[config.mk]
export PLATFORM = sky130hd
export DESIGN_NAME = nibble_serial_adder
export DESIGN_NICKNAME = d
export VERILOG_FILES = /design/src/rtl/nibble_serial_adder_pkg.sv /design/src/rtl/nibble_add4.sv /design/src/rtl/nibble_serial_adder.sv
export SDC_FILE = /design/constraint.sdc
export NUM_CORES = 1
export LEC_CHECK = 0
export CORE_ASPECT_RATIO = 1.75
export CORE_MARGIN = 2
export CORE_UTILIZATION = 51
export CTS_CLUSTER_DIAMETER = 80
export CTS_CLUSTER_SIZE = 25
export DETAILED_ROUTE_END_ITERATION = 6
export PLACE_DENSITY = 0.92
export RECOVER_POWER = 25
export SLEW_MARGIN = 30
export SYNTH_ARGS = -nofsm -noshare
export SYNTH_HDL_FRONTEND = slang
export SYNTH_HIERARCHICAL = 1
export SYNTH_SLANG_ARGS = --single-unit
[constraint.sdc]
create_clock -name clk -period 1.9 [get_ports clk]
set_input_delay 0.38 -clock clk [delete_from_list [all_inputs] [get_ports clk]]
set_output_delay 0.38 -clock clk [all_outputs]
set_load 0.03 [all_outputs]
[src/rtl/nibble_serial_adder_pkg.sv]
// Shared types and constants for the nibble-serial adder.
// The nibble width, the FSM state encoding and the counter-width helper live here.
package nibble_serial_adder_pkg;

    localparam int NIB_W = 4;

    typedef enum logic [1:0] {
        IDLE = 2'd0,
        RUN  = 2'd1,
        DONE = 2'd2
    } state_t;

    // The nibble counter needs at least one bit, even when there is a single nibble.
    function automatic int cnt_width(input int nib);
        return (nib > 1) ? $clog2(nib) : 1;
    endfunction

endpackage

[src/rtl/nibble_add4.sv]
// Combinational 4-bit add cell with carry in and carry out.
// A single instance is reused once per clock by the serial adder.
module nibble_add4
    import nibble_serial_adder_pkg::*;
(
    input  logic [NIB_W-1:0] a,
    input  logic [NIB_W-1:0] b,
    input  logic             ci,
    output logic [NIB_W-1:0] s,
    output logic             co
);

    logic [NIB_W:0] total;

    assign total = {1'b0, a} + {1'b0, b} + {{NIB_W{1'b0}}, ci};
    assign s     = total[NIB_W-1:0];
    assign co    = total[NIB_W];

endmodule

[src/rtl/nibble_serial_adder.sv]
// WIDTH-bit adder that adds one nibble per clock, with valid/ready handshakes on both sides.
// Defining NIBBLE_SERIAL_ADDER_OVF_EN adds a signed overflow output named ovf.
module nibble_serial_adder
    import nibble_serial_adder_pkg::*;
#(
    parameter int WIDTH = 16
) (
    input  logic             clk,
    input  logic             rst,
    input  logic             in_valid,
    output logic             in_ready,
    input  logic [WIDTH-1:0] a,
    input  logic [WIDTH-1:0] b,
    input  logic             cin,
    output logic             out_valid,
    input  logic             out_ready,
    output logic [WIDTH-1:0] sum,
    output logic             cout
`ifdef NIBBLE_SERIAL_ADDER_OVF_EN
    ,
    output logic             ovf
`endif
);

    localparam int NIB   = WIDTH / NIB_W;
    localparam int CNT_W = cnt_width(NIB);
    localparam logic [CNT_W-1:0] LAST_NIB = CNT_W'(NIB - 1);

    state_t           state;
    logic [WIDTH-1:0] opa;
    logic [WIDTH-1:0] opb;
    logic [WIDTH-1:0] sum_reg;
    logic [WIDTH-1:0] sum_next;
    logic             carry;
    logic [CNT_W-1:0] nib_cnt;
    logic [NIB_W-1:0] s4;
    logic             c4;

`ifdef NIBBLE_SERIAL_ADDER_OVF_EN
    logic a_msb;
    logic b_msb;
`endif

    nibble_add4 u_add4 (
        .a  (opa[NIB_W-1:0]),
        .b  (opb[NIB_W-1:0]),
        .ci (carry),
        .s  (s4),
        .co (c4)
    );

    // Each new nibble result enters at the top, so after NIB shifts nibble 0 sits at the bottom.
    generate
        if (WIDTH == NIB_W) begin : g_single_nibble
            assign sum_next = s4;
        end else begin : g_multi_nibble
            assign sum_next = {s4, sum_reg[WIDTH-1:NIB_W]};
        end
    endgenerate

    always_ff @(posedge clk or posedge rst) begin
        if (rst) begin
            state   <= IDLE;
            opa     <= '0;
            opb     <= '0;
            sum_reg <= '0;
            carry   <= 1'b0;
            nib_cnt <= '0;
            cout    <= 1'b0;
`ifdef NIBBLE_SERIAL_ADDER_OVF_EN
            a_msb   <= 1'b0;
            b_msb   <= 1'b0;
            ovf     <= 1'b0;
`endif
        end else begin
            case (state)
                IDLE: begin
                    if (in_valid) begin
                        opa     <= a;
                        opb     <= b;
                        carry   <= cin;
                        nib_cnt <= '0;
`ifdef NIBBLE_SERIAL_ADDER_OVF_EN
                        a_msb   <= a[WIDTH-1];
                        b_msb   <= b[WIDTH-1];
`endif
                        state   <= RUN;
                    end
                end
                RUN: begin
                    opa     <= opa >> NIB_W;
                    opb     <= opb >> NIB_W;
                    sum_reg <= sum_next;
                    carry   <= c4;
                    // Hold the counter on the last nibble so it never wraps.
                    if (nib_cnt == LAST_NIB) begin
                        cout  <= c4;
`ifdef NIBBLE_SERIAL_ADDER_OVF_EN
                        ovf   <= (a_msb == b_msb) && (s4[NIB_W-1] != a_msb);
`endif
                        state <= DONE;
                    end else begin
                        nib_cnt <= nib_cnt + 1'b1;
                    end
                end
                DONE: begin
                    if (out_ready) begin
                        state <= IDLE;
                    end
                end
                default: begin
                    state <= IDLE;
                end
            endcase
        end
    end

    assign in_ready  = (state == IDLE);
    assign out_valid = (state == DONE);
    assign sum       = sum_reg;

endmodule

* Word level (Yosys, flattened, before mapping)
Index checks and enable logic that the tools add are counted.
** Storage, ports and cells
- Input port bits :: 37
- Register bits :: 54
- Logic and storage cells :: 36
** Cells by class
- $add $sub $neg :: 3
- Muxes and demuxes :: 13
- Equal/unequal tests :: 7
- Reduce and logical (&&, ||, !) cells :: 6
** Operators with widths (count)
- 16-bit case mux with 2 select lines :: 2
- 16-bit 2-to-1 mux :: 2
- 2-bit 2-to-1 mux :: 5
- 2-bit != test, second input constant :: 3
- 2-bit case mux with 3 select lines :: 1
- 3-bit AND reduction :: 2
- 4-bit by 4-bit adder with 5-bit output :: 1
- 5-bit by 1-bit adder with 5-bit output :: 1
- 2-bit equality test, second input constant :: 2
- 2-bit case mux with 2 select lines :: 1
- 2-bit AND reduction :: 2
- 2-bit by 1-bit adder with 2-bit output, second input constant :: 1
- 2-bit by 1-bit equality test with 1-bit output, second input constant :: 1
- 2-bit zero test :: 1
- 2-bit by 1-bit != test with 1-bit output, second input constant :: 1
- 1-bit case mux with 2 select lines :: 1
- 2-bit nonzero test :: 1
- 1-bit 2-to-1 mux :: 1

* Longest topological paths before layout
- Word-level depth :: 3
- Gate-level depth with buffers :: 8
- Depth with buffers taken out :: 8

* By module
Netlist, hierarchy kept.
** Modules (own cells, without submodules)
- nibble_serial_adder :: cells each 254, instances 1, area an instance 2509.9 µm², seq. area each 1351.3 µm²
- nibble_add4 :: cells each 16, instances 1, area an instance 143.9 µm², seq. area each 0.0 µm²

* Least setup slack after synthesis
Ideal clock, no wire load.
- Path type :: register to register
- Start :: register opa[0]
- End :: register cout
- Setup slack :: 0.189 ns
- Period minus slack after synthesis :: 1.711 ns
- Arrival time :: 1.586 ns
- Stages on the path, launching flop included :: 8
- Required time :: 1.775 ns
- Library setup time :: 0.125 ns
- Path through :: dfrtp_1 -> fa_1 -> inv_1 -> fa_1 -> nor2b_1 -> o21ai_0 -> nand2b_1 -> mux2_4
** Between the ends
- Cells in the longest elaborated chain, start to end :: 2
** Ends and longest elaborated chain
- start, declared :: line nibble_serial_adder.sv:30 : logic [WIDTH-1:0] opa;
- start signal, assigned :: line nibble_serial_adder.sv:91 : opa <= opa >> NIB_W;
- 4-bit by 4-bit adder with 5-bit output :: line nibble_add4.sv:15 : assign total = {1'b0, a} + {1'b0, b} + {{NIB_W{1'b0}}, ci};
- 5-bit by 1-bit adder with 5-bit output :: line nibble_add4.sv:15
- net c4 :: line nibble_serial_adder.sv:37 : logic c4;
- end signal, assigned :: line nibble_serial_adder.sv:69 : cout <= 1'b0;
- end signal, assigned :: line nibble_serial_adder.sv:97 : cout <= c4;
- end, declared :: line nibble_serial_adder.sv:18 : output logic cout
The timed path passes the listed nets, and every way through them passes these cells.
A chain may end at the register's enable or synchronous reset.

* Worst setup path after layout
- Start :: register sum_reg[15] (netlist: sum[15])
- End :: output port sum[15]
** RTL lines
- start, declared :: line nibble_serial_adder.sv:32 : logic [WIDTH-1:0] sum_reg;
- start signal, assigned :: line nibble_serial_adder.sv:93 : sum_reg <= sum_next;
- end, declared :: line nibble_serial_adder.sv:17 : output logic [WIDTH-1:0] sum,
No word-level cell between the ends.

==> summary.md <==
| Metric | Value |
|---|---|
| TritonCTS clock tree | built |
| Final nets | 369 |
| WL/cell | 15.6 um |
| Slowest stage delay, CP | 0.68 ns |
| Number of endpoints failing setup at the final stage | 0 |
| Cts-stage hold buffer count | 0 |
| Pin slew with the least headroom to its limit | 0.547 ns |
| Total Negative Setup Slacks | 0 ns |
| Total number of vias | 2,200 |
| Clock skew | 0.00251 ns |
| Core Region | 4980 um2 |
| Skew-Pair Late Insertion Delay | 0.30 ns |
| Number of buffers created by CTS | 5 |
| Post-detailed-route count of antenna-violating nets | 0 |
| Via count of the first global-routing pass | 2,128 |
| Routed wire length | 5.90 mm |
| Detailed Route Iter0 Violations | 65 |
| Die Footprint | 5820 um2 |
| Total standard cell area after synthesis | 2650 um2 |
| DR pass1 iterations | 4 |
| Total I/O pin count | 56 |
| Post-Place Cell Area | 3250 um2 |
| Number of nets in the synthesized netlist | 313 |
| Initial antenna violation count | 0 |
| Tmin final | 1.75 ns |
| Worst Hold Slack | 0.483 ns |
| Part of the Yosys area used for sequential elements | 0.509 |
| Gate count after technology mapping | 270 |
| Number of buffers between clock root and the deepest sink | 2 |
| Total power density per cell area | 1780 nW/um2 |
| Fraction of final layout cells with drive strength greater than 1 | 0.108 |
| Horizontal die dimension | 58.5 um |
| Worst ir drop on vdd | 0.00119 V |
| Global-route wire length before repair | 9.82 mm |
| Required arrival time at the worst endpoint | 1.52 ns |
| Final number of max-transition violations | 0 |
| Die height | 99.4 um |
| GR Util All Layers | 0.218 |
| Global placement routability congestion | 0.861 |
| Syn Area/Cell | 9.83 um2 |
| CP Capture Type | output port |
| Hold violation total from the final report | 0 |
| Family of cells with the greatest summed delay on the critical path | buffers and inverters |
| Max capacitance violation total | 0 |
| Top_reg_cell synth | dfrtp_1 |
| Crit-path max FO | 3 |
| Most common cell after layout, fill and taps aside | dfrtp_1 |
| DRC viols | 0 |
| Placement Rows | 34 |
| Post-synthesis to final-layout area growth | 24.9% |
| Class of the tightest hold or removal check | reg2reg |
| Number of vias per cell after detailed routing | 5.80 |
| Final cell area excluding filler cells | 3320 um2 |
| Leftover overflow at the end of global routing | 0 |
| Most frequent cells in the layout | dfrtp_1 (54), nand2_1 (53), clkdlybuf4s50_1 (52), nor3_1 (28), o22ai_1 (18) |
| Headroom to the max-slew limit | 0.635 |
| Number of unique standard cell types used by synthesis | 38 |
| Port buffer count | 55 |
| Post-Layout Cell Count | 379 |
| Critical path class | reg2out |
| Number of enable-type register cells in the synthesized netlist | 0 |
| End-of-flow core utilization | 0.666 |
| CP cell instances | clkdlybuf4s50_1 |
| Fmax achieved | 0.571 GHz |
| Critical Path Source Type | flop |
| Buffers plus inverters on the worst setup path | 1 |
| Leakage component of the power | 1.46 nW |
| Part of the cycle the worst path needs | 0.922 |
| Clock Root Buffer | clkbuf_8 |
| Number of inserted diodes | 0 |
| Sinks on the clock net | 54 |
| Result of the run | complete, no violations |
| Data arrival time at the worst-slack endpoint | 1.37 ns |
| Cell count after placement | 371 |
| Unrepaired setup endpoints after global routing | no |
| Cell with the biggest individual delay on the critical path | clkdlybuf4s50_1 |
| H-tree level count | 2 |
| Register bit total from synthesis | 54 |
| Clock slew at reported path FFs | 0.09 ns |
| HPWL reported at the end of detailed placement | 4.34 mm |
| Initial Utilization | 0.533 |
| Pin count of the biggest net entering global routing | 36 |
| Count of synthesis-stage warnings from yosys | 6 |
| Fraction of registers with async set/reset | 1.00 |
metrics by stage:
step | total power, mW | setup WS (ns)
4_1_cts | 5.89 | 0.0125
6_report | 5.91 | 0.148
3_5_place_dp | 5.26 | 0.0823
5_1_grt | 6.37 | 0.0446
2_1_floorplan | 4.44 | 0.189
3_3_place_gp | 5.09 | 0.124
cell families (layout without fill, tap and decap cells):
logic type	after synthesis	in the layout	share of synthesized area
buffers and inverters	31	86	0.0703
XOR/XNOR	2	2	0.00660
AND/OR/NAND/NOR	117	117	0.214
adder cells (fa/ha/maj)	6	6	0.0339
multiplexers	2	2	0.00990
flip-flops	54	54	0.509
AO/OA/AOI/OAI	58	58	0.156
synth_stat cells, types with 3 or more instances:
cell	n	area, um2
a22o_1	3	26.3
nand2_1	53	199
o32ai_1	8	70.1
o22ai_1	18	113
buf_4	6	45.0
nor2_1	13	48.8
nor2b_1	3	18.8
nor3_1	28	140
dfrtp_1	54	1350
nor3b_1	6	45.0
a21oi_1	5	25.0
inv_1	10	37.5
buf_2	8	40.0
nand2b_1	4	25.0
ha_1	4	50.1
buf_6	5	56.3
o21ai_0	12	60.1
o22a_1	4	35.0
cell type report:
cell class / instances / area (um2)
clock buffer: 6 / 82.6
inverter: 10 / 37.5
fill: 403 / 1660
multi-input combinational: 185 / 1120
sequential: 54 / 1350
tap: 54 / 67.6
timing repair buffer: 70 / 656
final timing paths:
path,startpoint,end,slack [ns],cells past startpoint
max,sum[15],sum[15],0.15,1
min,sum[1],sum[1],0.48,2
max reg2reg,opa[0],cout,0.15,7
min reg2reg,sum[1],sum[1],0.48,2
max in group asynchronous,rst,nib_cnt[1],0.42,3
min in group asynchronous,rst,opb[5],0.56,2
metal layers:
metal,share of wire,GRT usage
met1,0.39,0.274
met3,0.050,0.0377
met2,0.54,0.366
met5,0,0
met4,0.021,0.0859
report_power, final:
group	total, mW	switching [mW]	internal (mW)	leakage [nW]
sequential	2.11	0.406	1.70	0.658
combinational	3.18	1.80	1.38	0.763
clock	0.619	0.338	0.282	0.0431
what timing repair did:
action	CTS	global route
buffers inserted	0	2
cloned	0	0
resized for setup	2	3
hold endpoints to repair	0	0
endpoints found under the setup margin	2	2
No activity file was read; power rests on OpenSTA's default activity.
==> variant, RTL diff (same settings) <==
The package constant `NIB_W` goes from 4 to 5.
--- a/src/rtl/nibble_serial_adder_pkg.sv
+++ b/src/rtl/nibble_serial_adder_pkg.sv
@@ -2,7 +2,7 @@
 // The nibble width, the FSM state encoding and the counter-width helper live here.
 package nibble_serial_adder_pkg;
 
-    localparam int NIB_W = 4;
+    localparam int NIB_W = 5;
 
     typedef enum logic [1:0] {
         IDLE = 2'd0,
Formal check against the unedited RTL: not equivalent (a bounded check fails within 4 cycles, from zero or initial values and one cycle with rst high).
==> variant against the unedited design <==
  * Global-route usage is 0.45 points higher
  * Cell area up 0.75%
  * Non-clock buffer count fell by 2
  * Wire length grew 1.1%
  * Synthesized cell count is 3.7% higher
  * Final cell count up 2.6%
  * Clock power is 5.3% higher
  * Worst setup slack got worse by 0.010 ns
  * Total power is 5.0% higher
  * Sequential cell count stayed put
  * Area after synthesis about the same
  * Critical path type unchanged
==> variant: results (changes against the unedited design) <==
- Status: completed
- Delay-heaviest family, CP: buffers and inverters
- R2R cell count: 7 (unchanged)
- Worst-Skew Late Latency: between 0.3 and 0.4 ns
- Synth cell types: 35 (-7.9%)
- Arrival @ worst endpoint: 1.38 ns
- Synth cell count leaders: nand2_1 (57), dfrtp_1 (54), nor3_1 (18)
- Pre-antenna DRT Iters: 5 (+1)
- Worst R2R Setup Slack: about 0.14 ns
- Hpwl dp: 4400 um (+1.4%)
- Synth warnings: 6 (unchanged)
- Syn_nets: 324 (+3.5%)
- Clk_skew: 0.00779 ns (+0.00528 ns)
- Clock Tree Buf Depth: 2 (unchanged)
- Min-delay src: sum[3]
- Fraction of layout cells with a size suffix above 1: 10.7% (-0.023 points)
- TritonCTS buffer count: 5 (unchanged)
- Worst min-delay path class: reg -> reg
- Port bufs: 55 (unchanged)
- Root Driver: clkbuf_8
- Worst r2r dst: carry
- VDD IR max: 1.29 mV (+8.5%)
- Leak: 0.00147 uW (+0.55%)
- Hold Path Sink: sum[3]
- # Post-CTS Setup Buffers: 0 (unchanged)
- Fin. Hold Viols: 0 (unchanged)
- Largest net degree at the start of global routing: 55 (+53%)
- Worst-path clk slew: 0.09 ns (about the same)
- Final Net Count: 378 (+2.4%)
- Slowest stage delay, CP: 0.42 ns (-0.26 ns)
- Area after DPL: 3250 um2 (+0.23%)
- Top cells by area, synth: dfrtp_1 (51%), nand2_1 (8.1%), o22ai_1 (3.5%)
- Slowest CP cell: buf_4
- WHS: 0.486 ns (+0.00373 ns)
- Antenna cell count: 0 (unchanged)
- Crit-path max FO: 49 (+46)
- Initial antenna violation count: 0 (unchanged)
- Initial DRC count: 123 (+89%)
- H-tree levels: 2 (unchanged)
- First-pass GRT wire length: 10000 um (+2.2%)
- Via density: 5.72 (-1.5%)
- Sequential area share after synthesis: 50.9% (about the same)
- Worst slew margin: 22.7% (-41 points)
- Crit Reg-Reg Startpoint: opa[0]
- GRT Total Usage: 22.3% (+0.45 points)
- FFs w/ async S/R, synth: 100% (unchanged)
- Final Routed Wirelength: 5960 um (+1.1%)
- Final GP Congestion: 0.832 (-3.4%)
- Hold path cells: 2 (unchanged)
==> variant: changes by cell type after synthesis, sizes merged, moves of 3 or more <==
cell	before	now
nand2b	5	2
a21oi	6	9
nand3	1	4
inv	10	14
o21ai	12	17
nor2	13	17
nor3	30	22
==> variant: cell families after synthesis <==
| logic type | count (synthesis) | share of synthesized area (%) |
|---|---|---|
| AOI/OAI and AO/OA | 65 | 16.8 |
| xor gates and xnor gates | 3 | 0.991 |
| adders and majority gates | 7 | 3.87 |
| buffers and inverters | 35 | 6.70 |
| DFF | 54 | 50.9 |
| muxes | 1 | 0.424 |
| and+or+nand+nor | 115 | 20.2 |
==> variant: layout make-up <==
type	count	area [um2]
fillers	406	1640
flip-flops and latches	54	1350
multi-input cells	191	1140
repair buffers	68	642
clock buffers	7	86.3
well taps	54	67.6
inverters	14	52.6
clock inverters	1	5.00
==> variant: timing repair <==
item	CTS	global route
endpoints found under the setup margin	1	2
resized for setup	1	4
pin swaps	0	0
==> variant: layer usage <==
| layer | track usage (%) | share of wire, % | vias up |
|---|---|---|---|
| li1 | - | - | 1076 |
| met1 | 25.6 | 37 | 1063 |
| met2 | 39.2 | 56 | 67 |
| met3 | 3.90 | 3.7 | 19 |
| met4 | 9.84 | 3.2 | 0 |
| met5 | 0 | 0 | - |
==> variant: report_power, final <==
part | internal, uW | switching [uW]
registers | 1710 | 413
logic | 1460 | 1970
clock network | 295 | 357
==> variant: through the flow <==
stage	setup WS (ns)	cells	total power, uW	util (%)
final	0.138	389	6200	67.1
after global routing	0.0243	389	6700	67.1
after CTS	0.0693	389	6170	67.2
after detailed placement	0.0573	381	5530	65.4
after global placement	0.118	381	5340	65.4
after floorplan	0.205	280	4570	-
==> variant: how the worst max path moves through the flow <==
stage	start	endpoint	depth (start not counted)
2_1_floorplan	rst	carry	1
3_3_place_gp	in_valid	nib_cnt[1]	4
3_5_place_dp	in_valid	opa[6]	5
4_1_cts	opa[0]	carry	7
5_1_grt	opa[0]	carry	7
6_report	state[0]	out_valid	3
==> variant: worst min-delay path: cells and delay by family, from the launching register on <==
| family | cells | cell delay (ns) |
|---|---|---|
| AND/OR/NAND/NOR | 2 | 0.11 |
| flip-flops | 1 | 0.35 |
